`src/rtl/traffic_scheduler.sv`:
```
// traffic_scheduler: two-road intersection controller with left-turn phases,
// pedestrian extension on road B green, emergency all-red hold and run-time
// programmable phase durations.
//
// Ports
//   clk       clock; all state changes on the rising edge
//   en        synchronous active-low reset
//   tick      one-cycle countdown strobe
//   cfg_we    duration write strobe
//   cfg_sel   0=GA 1=YA 2=LA 3=GB 4=YB 5=LB (6,7 ignored)
//   cfg_data  binary duration, clamped to 1..99
//   ped_req   pedestrian request pulse (crossing road A)
//   emg       emergency all-red hold
//   lampa     road A lamps, one-hot {red, yellow, green, left}
//   lampb     road B lamps, same encoding
//   acount    road A remaining time, BCD, saturates at 99
//   bcount    road B remaining time, BCD, saturates at 99
//   ped_walk  walk signal, only during a served B green
//   phase     current state code
module traffic_scheduler #(
   parameter int DEF_GA  = 40,
   parameter int DEF_GB  = 30,
   parameter int DEF_Y   = 5,
   parameter int DEF_L   = 15,
   parameter int PED_MIN = 20
) (
   input  logic       clk,
   input  logic       en,
   input  logic       tick,
   input  logic       cfg_we,
   input  logic [2:0] cfg_sel,
   input  logic [6:0] cfg_data,
   input  logic       ped_req,
   input  logic       emg,
   output logic [3:0] lampa,
   output logic [3:0] lampb,
   output logic [7:0] acount,
   output logic [7:0] bcount,
   output logic       ped_walk,
   output logic [3:0] phase
);

   typedef enum logic [3:0] {
      INIT = 4'd0, A_G = 4'd1, A_Y1 = 4'd2, A_L = 4'd3, A_Y2 = 4'd4,
      B_G = 4'd5, B_Y1 = 4'd6, B_L = 4'd7, B_Y2 = 4'd8, ALLRED = 4'd9
   } state_t;

   localparam logic [3:0] RED = 4'b1000, YEL = 4'b0100, GRN = 4'b0010, LFT = 4'b0001;

   state_t     state, state_n;
   logic [6:0] ga, ya, la, gb, yb, lb;
   logic [6:0] wdat, gb_eff;
   logic [8:0] acnt, bcnt, acnt_n, bcnt_n, act;
   logic       pend, pend_n, pend_eff, walk, walk_n;
   logic       a_side, go_ag, go_bg;

   function automatic logic [8:0] ext(input logic [6:0] v);
      return {2'b00, v};
   endfunction

   function automatic logic [7:0] to_bcd(input logic [8:0] v);
      logic [6:0] s;
      logic [3:0] t, u;
      s = (v > 9'd99) ? 7'd99 : v[6:0];
      t = 4'(s / 7'd10);
      u = 4'(s - 7'(t) * 7'd10);
      return {t, u};
   endfunction

   assign wdat = (cfg_data == 7'd0) ? 7'd1 : (cfg_data > 7'd99) ? 7'd99 : cfg_data;

   always_comb begin
      state_n  = state;
      acnt_n   = acnt;
      bcnt_n   = bcnt;
      go_ag    = 1'b0;
      go_bg    = 1'b0;
      // a request arriving in the same cycle as B_G entry is served immediately
      pend_eff = pend | (ped_req & (state != B_G));
      pend_n   = pend_eff;
      walk_n   = walk;
      gb_eff   = (pend_eff && (gb < 7'(PED_MIN))) ? 7'(PED_MIN) : gb;
      a_side   = (state == A_G) || (state == A_Y1) || (state == A_L) || (state == A_Y2);
      act      = a_side ? acnt : bcnt;

      if (tick) begin
         if (acnt != 9'd0) acnt_n = acnt - 9'd1;
         if (bcnt != 9'd0) bcnt_n = bcnt - 9'd1;
      end

      if (emg) begin
         state_n = ALLRED;
         acnt_n  = 9'd0;
         bcnt_n  = 9'd0;
         walk_n  = 1'b0;
      end else begin
         case (state)
            INIT, ALLRED: go_ag = 1'b1;
            default:
               if (tick && act == 9'd1) begin
                  case (state)
                     A_G:     begin state_n = A_Y1; acnt_n = ext(ya); end
                     A_Y1:    begin state_n = A_L;  acnt_n = ext(la); end
                     A_L:     begin state_n = A_Y2; acnt_n = ext(ya); end
                     A_Y2:    go_bg = 1'b1;
                     B_G:     begin state_n = B_Y1; bcnt_n = ext(yb); end
                     B_Y1:    begin state_n = B_L;  bcnt_n = ext(lb); end
                     B_L:     begin state_n = B_Y2; bcnt_n = ext(yb); end
                     B_Y2:    go_ag = 1'b1;
                     default: state_n = INIT;
                  endcase
               end
         endcase
         // green entries reload both roads: the red road waits G+2Y+L
         if (go_ag) begin
            state_n = A_G;
            acnt_n  = ext(ga);
            bcnt_n  = ext(ga) + (ext(ya) << 1) + ext(la);
            walk_n  = 1'b0;
         end
         if (go_bg) begin
            state_n = B_G;
            bcnt_n  = ext(gb_eff);
            acnt_n  = ext(gb_eff) + (ext(yb) << 1) + ext(lb);
            walk_n  = pend_eff;
            pend_n  = 1'b0;
         end
      end
   end

   always_ff @(posedge clk) begin
      if (!en) begin
         state <= INIT;
         acnt  <= '0;
         bcnt  <= '0;
         pend  <= 1'b0;
         walk  <= 1'b0;
         ga    <= 7'(DEF_GA);
         gb    <= 7'(DEF_GB);
         ya    <= 7'(DEF_Y);
         yb    <= 7'(DEF_Y);
         la    <= 7'(DEF_L);
         lb    <= 7'(DEF_L);
      end else begin
         state <= state_n;
         acnt  <= acnt_n;
         bcnt  <= bcnt_n;
         pend  <= pend_n;
         walk  <= walk_n;
         if (cfg_we) begin
            case (cfg_sel)
               3'd0:    ga <= wdat;
               3'd1:    ya <= wdat;
               3'd2:    la <= wdat;
               3'd3:    gb <= wdat;
               3'd4:    yb <= wdat;
               3'd5:    lb <= wdat;
               default: ;
            endcase
         end
      end
   end

   always_comb begin
      lampa = RED;
      lampb = RED;
      case (state)
         A_G:        lampa = GRN;
         A_Y1, A_Y2: lampa = YEL;
         A_L:        lampa = LFT;
         B_G:        lampb = GRN;
         B_Y1, B_Y2: lampb = YEL;
         B_L:        lampb = LFT;
         default:    ;
      endcase
   end

   assign acount   = (state == ALLRED) ? 8'h00 : to_bcd(acnt);
   assign bcount   = (state == ALLRED) ? 8'h00 : to_bcd(bcnt);
   assign ped_walk = walk && (state == B_G);
   assign phase    = state;

endmodule
```
`config.mk`:
```
export PLATFORM = sky130hd
export DESIGN_NAME = traffic_scheduler
export DESIGN_NICKNAME = d
export VERILOG_FILES = /design/src/rtl/traffic_scheduler.sv
export SDC_FILE = /design/constraint.sdc
export NUM_CORES = 1
export LEC_CHECK = 0
export ABC_AREA = 1
export ABC_CLOCK_PERIOD_IN_PS = 10150
export CORE_MARGIN = 5
export CORE_UTILIZATION = 30
export DETAILED_ROUTE_END_ITERATION = 8
export GPL_TIMING_DRIVEN = 0
export PLACE_DENSITY_LB_ADDON = 0.15
export SYNTH_ARGS = -nofsm -noshare
export SYNTH_HDL_FRONTEND = slang
export SYNTH_SLANG_ARGS = --single-unit
export TNS_END_PERCENT = 5
```
`constraint.sdc`:
```
create_clock -name clk -period 10.15 [get_ports clk]
set_input_delay 2.03 -clock clk [delete_from_list [all_inputs] [get_ports clk]]
set_output_delay 2.03 -clock clk [all_outputs]
set_load 0.01 [all_outputs]
```
==> qor.yml, run 1 <==
avgSynthCellArea_sq_um: 6.93
power.density_nw_per_um2: 184
rr_worst_depth: 20
period_minus_slack_ns: 7.11
min_from: "gb[1]"
cts_htree_levels: 3
rrSetupSlack_ns: 5.83
cp-startpoint: "acnt[1]"
antenna_cells: 0
maxCapViolCount: 0
routed_wl_microns: 16400
initial_core_util_pct: 30.6
worstReg2RegEnd: "acnt[7]"
r2r-start: "phase[2]"
die-height_microns: 143
synth_common_cells: "inv_1, nand2_1, nor2_1"
crit_type: "register to output pin"
io_buffers: 43
path_clk_slew_ns: 0.05
clock_sinks: 66
place_congestion: 0.956
cts_resized: 0
fmax_mhz: 141
yosysMostFrequentCell: "inv_1"
vias: 5053
nNetsFinal: 879
cts_inserted_buffers: 9
viasPerCell: 4.83
synth_ff_type: "dfxtp_1"
clk-insertion-delay-late_ns: 0.33
tritoncts: "yes"
placementRows: 48
drcViolationCount: 0
yosys.cell_types.count: 52
cts_setup_buffers: 0
min_path_cells: 2
synth_edf_count: 0
skew_ns: 0.00401
hold_path.class: "register to register"
synthTopCellsByArea: "dfxtp_1, inv_1, a21oi_1"
synth_top_area_share_pct: 25.0
drtAntennaViolNets: 0
n_fill_cell: 1886
synthesis.area_sq_um: 5290
yosys.area.top_type: "dfxtp_1"
yosysWarnings: 0
worstPathRequired_ns: 8.12
cp_slowest_cell: "clkdlybuf4s50_1"
boundaryPins: 45
hpwl_microns: 13600
grt.overflow.total: 0
grt_max_degree: 12
fin_crit_sh_pct: 70.1
start_kind: "register"
grt_first_pass_wirelength_microns: 26300
status: "finished clean"
maxSlewHeadroom_pct: 33.4
grt_pass1_vias: 4950
cp.arrival_ns: 5.08
ys_ff_latch: 66
syn_inst: 763
final_cells: 1046
drtPass1Iterations: 5
power_leakage_nw: 2.79
crit_path_end_kind: "output pin"
cp_max_fo: 7
wl_per_cell_microns: 15.7
tns_ns: 0
synthArstFlopShare_pct: 0
drv_slew: 0
rsz0062_at_grt: "false"
drt_iter0_drc: 310
synth_nets: 825
whs_endpoint: "gb[1]"
placedCellCount: 1031
drive_above_1_share_pct: 10.6
cts_buffer_depth: 2
die_w_microns: 143
max_stage_delay_ns: 0.53
antenna_found_initial: 0
holdWs_ns: 0.468
tightest_slew_ns: 0.992
setup_viol: 0
seq_area_frac_synth_pct: 25.0
hold_viol: 0
area_growth_pct: 19.3
grt_use_total_pct: 16.5
clk_root_buffer_cell: "clkbuf_16"
die_area_sq_um: 20400
vdd_drop_max_v: 0.000189
ctsHoldBuffers: 0
core_area_sq_um: 17300
[per-stage QoR]
| stage | total power [W] | utilization [%] | worst slack (ns) | area, sq um |
|---|---|---|---|---|
| after floorplan | 0.000651 | - | 4.25 | 5290 |
| after global placement | 0.000840 | 34.7 | 3.35 | 6000 |
| after detailed placement | 0.000840 | 34.7 | 3.33 | 6000 |
| after CTS | 0.00117 | 36.5 | 2.96 | 6310 |
| after global routing | 0.00125 | 36.5 | 2.57 | 6310 |
| final | 0.00116 | 36.5 | 3.04 | 6310 |
[worst max path at each step]
stage                     end
floorplan           acount[3]
global placement    acount[3]
detailed placement  acount[3]
CTS                 acount[3]
global route        acount[3]
finish              acount[3]
[where the power goes]
| group | internal, W | total (W) | switching, W |
|---|---|---|---|
| logic | 0.000239 | 0.000542 | 0.000303 |
| clock network | 0.000213 | 0.000326 | 0.000113 |
| registers | 0.000273 | 0.000291 | 0.0000176 |
| total | 0.000725 | 0.00116 | 0.000433 |
[cell usage in the layout (no fill, tap or decap), drive strengths merged, types with 3 or more instances in the layout]
| cell | netlist | routed |
|---|---|---|
| inv | 124 | 124 |
| nand2 | 118 | 118 |
| nor2 | 106 | 106 |
| a21oi | 84 | 84 |
| o21ai | 73 | 73 |
| dfxtp | 66 | 66 |
| nand3 | 54 | 54 |
| clkdlybuf4s50 | 0 | 43 |
| ha | 30 | 30 |
| clkbuf | 11 | 21 |
| fa | 16 | 16 |
| xor2 | 14 | 14 |
| nand4 | 11 | 11 |
| nor3 | 10 | 10 |
| o22ai | 8 | 8 |
| xnor2 | 4 | 4 |
| a221oi | 4 | 4 |
| clkinv | 3 | 4 |
| buf | 4 | 4 |
| o31ai | 3 | 3 |
[critical path: cells and delay by family, from the launching register on]
family        cells  cell delay [ns]
buf+inv           8             0.94
fa+ha+maj         6             1.39
flops             1             0.37
simple gates     20             1.81
xor+xnor          1             0.22
[logic make-up (layout without fill, tap and decap cells)]
family                     Yosys count  in the layout  share of synthesized area [%]
AOI/OAI and AO/OA                  187            187                           20.1
xor gates and xnor gates            18             18                           2.98
adders and majority gates           46             46                           13.2
buffers and inverters              142            200                           10.3
DFF                                 66             66                           25.0
and+or+nand+nor                    304            304                           28.5
[flip-flops by register name, summed over array words and instances, names as in the netlist]
| signal | count |
|---|---|
| acnt | 9 |
| bcnt | 9 |
| ga | 7 |
| gb | 7 |
| la | 7 |
| lb | 7 |
| pend | 1 |
| phase | 4 |
| walk | 1 |
| ya | 7 |
| yb | 7 |
[routing by layer]
layer	track usage [%]	part of all wire, %	routed length [microns]
met5	0	0	0
met4	6.35	3.1	516
met3	2.91	5.7	942
met2	26.4	44	7270
met1	22.1	47	7660
[layout make-up]
type,count,area [sq um],share of cell area (%)
Buffer,15,66.3,1.05
Inverter,127,478,7.58
Clock inverter,5,80.1,1.27
Multi-Input combinational cell,555,3420,54.2
Sequential cell,66,1320,20.9
Timing Repair Buffer,43,430,6.82
Tap cell,225,282,4.46
Clock buffer,10,229,3.63
No activity file was read; power rests on OpenSTA's default activity.
==> inputs of run 2 (changes only) <==
--- a/config.mk
+++ b/config.mk
@@ -6,7 +6,7 @@
 export NUM_CORES = 1
 export LEC_CHECK = 0
 export ABC_AREA = 1
-export ABC_CLOCK_PERIOD_IN_PS = 10150
+export ABC_CLOCK_PERIOD_IN_PS = 5900
 export CORE_MARGIN = 5
 export CORE_UTILIZATION = 30
 export DETAILED_ROUTE_END_ITERATION = 8
==> constraint.sdc (replaced) <==
create_clock -name clk -period 5.9 [get_ports clk]
set_input_delay 1.18 -clock clk [delete_from_list [all_inputs] [get_ports clk]]
set_output_delay 1.18 -clock clk [all_outputs]
set_load 0.01 [all_outputs]
==> run 2 against run 1 <==
Utilization grew 0.69 points. Count of clock-buffer cells in the layout unchanged. First-iteration DRC count increased by 6.5%. Critical path type unchanged. Wire length up 1.2%. Total power is 75% higher.
==> qor.yml, run 2 (synthesis gave the netlist of run 1 again) <==
status: "finished clean"  # unchanged
grt_max_degree: 12  # unchanged
area_growth_pct: 21.6  # was 19.3%
post-route-util_pct: 37.2  # was 36.5%
cp_slowest_cell: "fa_2"  # was clkdlybuf4s50_1
wl_met2_microns: 7350  # was 7270 microns
start_kind: "register"  # unchanged
boundaryPins: 45  # unchanged
drcViolationCount: 0  # unchanged
rr_worst_depth: 20  # unchanged
grt.overflow.total: 0  # unchanged
fin_crit_sh_pct: 94.3
maxSlewHeadroom_pct: 33.4  # about the same
placementRows: 48  # unchanged
route.met3.wl_microns: 961  # was 942 microns
wl_per_cell_microns: 15.7  # about the same
hold_path.class: "register to register"  # unchanged
drt_iter0_drc: 330  # was 310
routed_wl_microns: 16600  # was 16,400 microns
period_minus_slack_ns: 5.56
finalWorstSetupSlack_ns: 0.336  # was 3.04 ns
die_area_sq_um: 20400  # unchanged
stdcell_area_sq_um: 6430  # was 6310 sq um
top_regs: "acnt x9, bcnt x9"  # unchanged
maxCapViolCount: 0  # unchanged
clk_root_buffer_cell: "clkbuf_16"  # unchanged
cp-startpoint: "acnt[1]"  # unchanged
tritoncts: "yes"  # unchanged
cts_htree_levels: 3  # unchanged
met1_length_microns: 7730  # was 7660 microns
cp.arrival_ns: 4.38  # was 5.08 ns
initial_core_util_pct: 30.6  # unchanged
drtPass1Iterations: 6  # was 5
grt_first_pass_wirelength_microns: 26400  # was 26,300 microns
hold_viol: 0  # unchanged
place_congestion: 0.956  # unchanged
die-height_microns: 143  # unchanged
die_w_microns: 143  # unchanged
grt_pass1_vias: 4974  # was 4,950
power_leakage_nw: 2.87  # was 2.79 nW
crit_type: "register to output pin"  # unchanged
cp_max_fo: 7  # unchanged
worstPathRequired_ns: 4.72  # was 8.12 ns
cts_inserted_buffers: 9  # unchanged
crit_top_cell: "inv_1"
crit_path_end_kind: "output pin"  # unchanged
r2r-start: "phase[2]"  # unchanged
clk-insertion-delay-late_ns: 0.33  # about the same
fmax_mhz: 180
final_common_cell: "inv_1"  # unchanged
drtAntennaViolNets: 0  # unchanged
io_buffers: 43  # unchanged
tns_ns: 0  # unchanged
power.density_nw_per_um2: 315  # was 184 nW/um^2
path_clk_slew_ns: 0.05  # about the same
drive_above_1_share_pct: 13.4  # was 10.6%
vdd_drop_max_v: 0.000314  # was 0.000189 V
nNetsFinal: 886  # was 879
drv_slew: 0  # unchanged
highest_layer: "met4"  # unchanged
antenna_cells: 0  # unchanged
place_ws_ns: -0.0680  # was 3.33 ns
rrSetupSlack_ns: 1.53  # was 5.83 ns
cts_buffer_depth: 2  # unchanged
core_area_sq_um: 17300  # unchanged
hpwl_microns: 13600  # unchanged
endpoint: "acount[2]"  # was acount[3]
setup_viol: 0  # unchanged
antenna_found_initial: 0  # unchanged
vias: 5133  # was 5,053
worstReg2RegEnd: "acnt[7]"  # unchanged
clock_sinks: 66  # unchanged
max_stage_delay_ns: 0.42  # was 0.53 ns
dpl_cell_area_sq_um: 6000  # unchanged
skew_ns: 0.00479  # was 0.00401 ns
tightest_slew_ns: 0.992  # about the same
n_fill_cell: 1880  # was 1,886
grt_use_total_pct: 16.5  # about the same
viasPerCell: 4.87  # was 4.83
final_cell_mix: "inv_1, nand2_1, nor2_1"  # unchanged
## run 2: final cells by class
cell class,instances,area [sq um],share of cell area [%]
multi-input cells,555,3480,54.1
plain buffers,15,66.3,1.03
clock inverters,5,80.1,1.25
well taps,225,282,4.38
flip-flops and latches,66,1330,20.7
inverters,127,478,7.44
clock buffers,10,229,3.56
repair buffers,50,480,7.48
## run 2: routing by layer
layer / vias to the layer above / track usage (%)
met5: - / 0
met4: 0 / 6.35
met3: 33 / 2.91
met2: 152 / 26.5
met1: 2302 / 22.2
li1: 2646 / -
## run 2: power breakdown
group	internal, W	leakage [nW]	switching [W]
sequential	0.000471	0.541	0.0000303
combinational	0.000422	2.18	0.000542
clock	0.000366	0.145	0.000195
## run 2: repair_timing
action / in CTS / in global routing
endpoints found under the setup margin: 2 / 5
pin swaps: 1 / 13
setup buffers: 0 / 7
resized for setup: 9 / 20
endpoints found under the hold margin: 0 / 0
hold buffers: 0 / 0
## run 2: worst min-delay path by stage
stage / startpoint / slack, ns / endpoint / cells past startpoint
after floorplan: gb[1] / 0.44 / gb[1] / 2
after global placement: gb[1] / 0.45 / gb[1] / 2
after detailed placement: gb[1] / 0.46 / gb[1] / 2
after CTS: gb[1] / 0.47 / gb[1] / 2
after global routing: walk / 0.53 / walk / 2
final: gb[1] / 0.47 / gb[1] / 2
## run 2: critical path: cells and delay by family, from the launching register on
family	cells	cell delay [ns]
simple gates	19	1.51
flops	1	0.36
buf+inv	10	0.85
fa+ha+maj	6	1.30
## run 2: through the flow
stage | instances | hold WS [ns] | power [W]
2_1_floorplan | 763 | 0.443 | 0.00112
3_3_place_gp | 1031 | 0.453 | 0.00145
3_5_place_dp | 1031 | 0.461 | 0.00145
4_1_cts | 1046 | 0.474 | 0.00202
5_1_grt | 1053 | 0.525 | 0.00218
6_report | 1053 | 0.469 | 0.00203
==> inputs of run 3 (changes only) <==
--- a/config.mk
+++ b/config.mk
@@ -7,6 +7,7 @@
 export LEC_CHECK = 0
 export ABC_AREA = 1
 export ABC_CLOCK_PERIOD_IN_PS = 5900
+export CORE_ASPECT_RATIO = 1.5
 export CORE_MARGIN = 5
 export CORE_UTILIZATION = 30
 export DETAILED_ROUTE_END_ITERATION = 8
==> run 3 against run 2 <==
Combinational power up 3.0%. Highest routed layer unchanged. Utilization up 0.15 points. Final cell count down 0.47%. Cell area up 0.70%. Global-route usage up 0.52 points. Via count up 1.3%.
==> qor.yml, run 3 (synthesis gave the netlist of run 1 again) <==
vdd_drop_max_v: 0.000304  # was 0.000314 V
drt_iter0_drc: 287  # was 330
placedCellCount: 1019  # was 1,031
clock_sinks: 66  # unchanged
path_clk_slew_ns: 0.06  # was 0.05 ns
tritoncts: "yes"  # unchanged
top_regs: "acnt x9, bcnt x9"  # unchanged
grt.overflow.total: 0  # unchanged
start_kind: "register"  # unchanged
holdWs_ns: 0.474  # was 0.469 ns
grt_first_pass_wirelength_microns: 27500  # was 26,400 microns
drtAntennaViolNets: 0  # unchanged
placementRows: 59  # was 48
drive_above_1_share_pct: 14.5  # was 13.4%
die_area_sq_um: 20400  # about the same
worstPathRequired_ns: 4.72  # about the same
cp_max_fo: 6  # was 7
grt_pass1_vias: 5025  # was 4,974
dpl_cell_area_sq_um: 5980  # was 6000 sq um
rsz0062_at_grt: "false"
die-height_microns: 173  # was 143 microns
fmax_mhz: 181  # was 180 MHz
drv_slew: 0  # unchanged
power.density_nw_per_um2: 315  # about the same
drtPass1Iterations: 8  # was 6
fin_crit_sh_pct: 93.8  # was 94.3%
drcViolationCount: 0  # unchanged
core_area_sq_um: 17300  # about the same
max_stage_delay_ns: 0.42  # about the same
viasPerCell: 4.96  # was 4.87
cts_htree_levels: 3  # unchanged
rrSetupSlack_ns: 1.45  # was 1.53 ns
hold_path.class: "register to register"  # unchanged
cp-startpoint: "acnt[1]"  # unchanged
maxCapViolCount: 0  # unchanged
antenna_cells: 0  # unchanged
clk-insertion-delay-late_ns: 0.35  # was 0.33 ns
rr_worst_depth: 20  # unchanged
wl_per_cell_microns: 16.7  # was 15.7 microns
initial_core_util_pct: 30.5  # was 30.6%
power_w: 0.00204  # was 0.00203 W
status: "finished clean"  # unchanged
area_growth_pct: 22.4  # was 21.6%
final_cells: 1048  # was 1,053
cts_inserted_buffers: 9  # unchanged
vias: 5200  # was 5,133
skew_ns: 0.00649  # was 0.00479 ns
cp.arrival_ns: 4.36  # was 4.38 ns
power_leakage_nw: 2.91  # was 2.87 nW
nNetsFinal: 892  # was 886
stdcell_area_sq_um: 6470  # was 6430 sq um
crit_type: "register to output pin"  # unchanged
place_congestion: 0.990  # was 0.956
tightest_slew_ns: 0.929  # was 0.992 ns
final_common_cell: "inv_1"  # unchanged
worstReg2RegEnd: "acnt[7]"  # unchanged
hpwl_microns: 14700  # was 13,600 microns
antenna_found_initial: 0  # unchanged
grt_use_total_pct: 17.0  # was 16.5%
io_buffers: 43  # unchanged
period_minus_slack_ns: 5.54  # was 5.56 ns
setup_viol: 0  # unchanged
clk_root_buffer_cell: "clkbuf_16"  # unchanged
grt_max_degree: 14  # was 12
tns_ns: 0  # unchanged
cp_slowest_cell: "fa_2"  # unchanged
final_cell_mix: "inv_1, nand2_1, nor2_1"  # unchanged
crit_path_end_kind: "output pin"  # unchanged
hold_viol: 0  # unchanged
routed_wl_microns: 17500  # was 16,600 microns
boundaryPins: 45  # unchanged
crit_top_cell: "inv_1"  # unchanged
r2r-start: "phase[2]"  # unchanged
endpoint: "acount[2]"  # unchanged
die_w_microns: 118  # was 143 microns
maxSlewHeadroom_pct: 37.6  # was 33.4%
cts_buffer_depth: 2  # unchanged
==> run 3: changes by cell type in the layout (fill, tap and decap cells not counted), sizes merged <==
cell and change:
inv +3, buf +5, bufinv -1, clkdlybuf4s15 -1, dlygate4sd2 +1
==> run 3: layer usage <==
metal	GRT usage (%)	routed length, microns	vias to the layer above
met5	0	0	-
met4	8.46	772	0
met3	2.42	676	48
met2	31.9	9270	144
met1	18.4	6780	2357
li1	-	-	2651
==> run 3: through the flow <==
step / util [%] / setup slack, ns
final: 37.3 / 0.365
after global routing: 37.3 / 0.0000697
after CTS: 36.4 / -0.0467
after detailed placement: 34.5 / -0.0960
after global placement: 34.5 / -0.0935
after floorplan: - / 0.849
==> run 3: worst max-delay path: cells and delay by family (launching register included) <==
kind | cells | cell delay (ns)
simple gates | 19 | 1.48
fa+ha+maj | 6 | 1.29
buf+inv | 10 | 0.86
flops | 1 | 0.36
==> run 3: layout make-up <==
class	count	area (sq um)
multi-input cells	555	3500
well taps	213	267
plain buffers	15	66.3
fillers	1865	10900
repair buffers	56	524
clock inverters	7	76.3
flip-flops and latches	66	1330
clock buffers	9	225
inverters	127	479
==> run 3: worst min-delay path by stage <==
stage / from / endpoint / slack (ns) / cells after the start
after floorplan: gb[1] / gb[1] / 0.44 / 2
after global placement: gb[1] / gb[1] / 0.45 / 2
after detailed placement: gb[1] / gb[1] / 0.46 / 2
after CTS: gb[1] / gb[1] / 0.47 / 2
after global routing: lb[5] / lb[5] / 0.53 / 2
final: gb[1] / gb[1] / 0.47 / 2
==> run 3: where the power goes <==
part	internal, W	switching (W)	leakage, nW
Sequential	0.000470	0.0000287	0.541
Clock	0.000330	0.000217	0.142
Combinational	0.000434	0.000559	2.23
==> run 3: repair_timing <==
item | in CTS | in global routing
setup endpoints to repair | 3 | 5
hold buffers | 0 | 0
pin swaps | 1 | 13
resized for setup | 8 | 24
endpoints found under the hold margin | 0 | 0
buffers inserted | 0 | 13
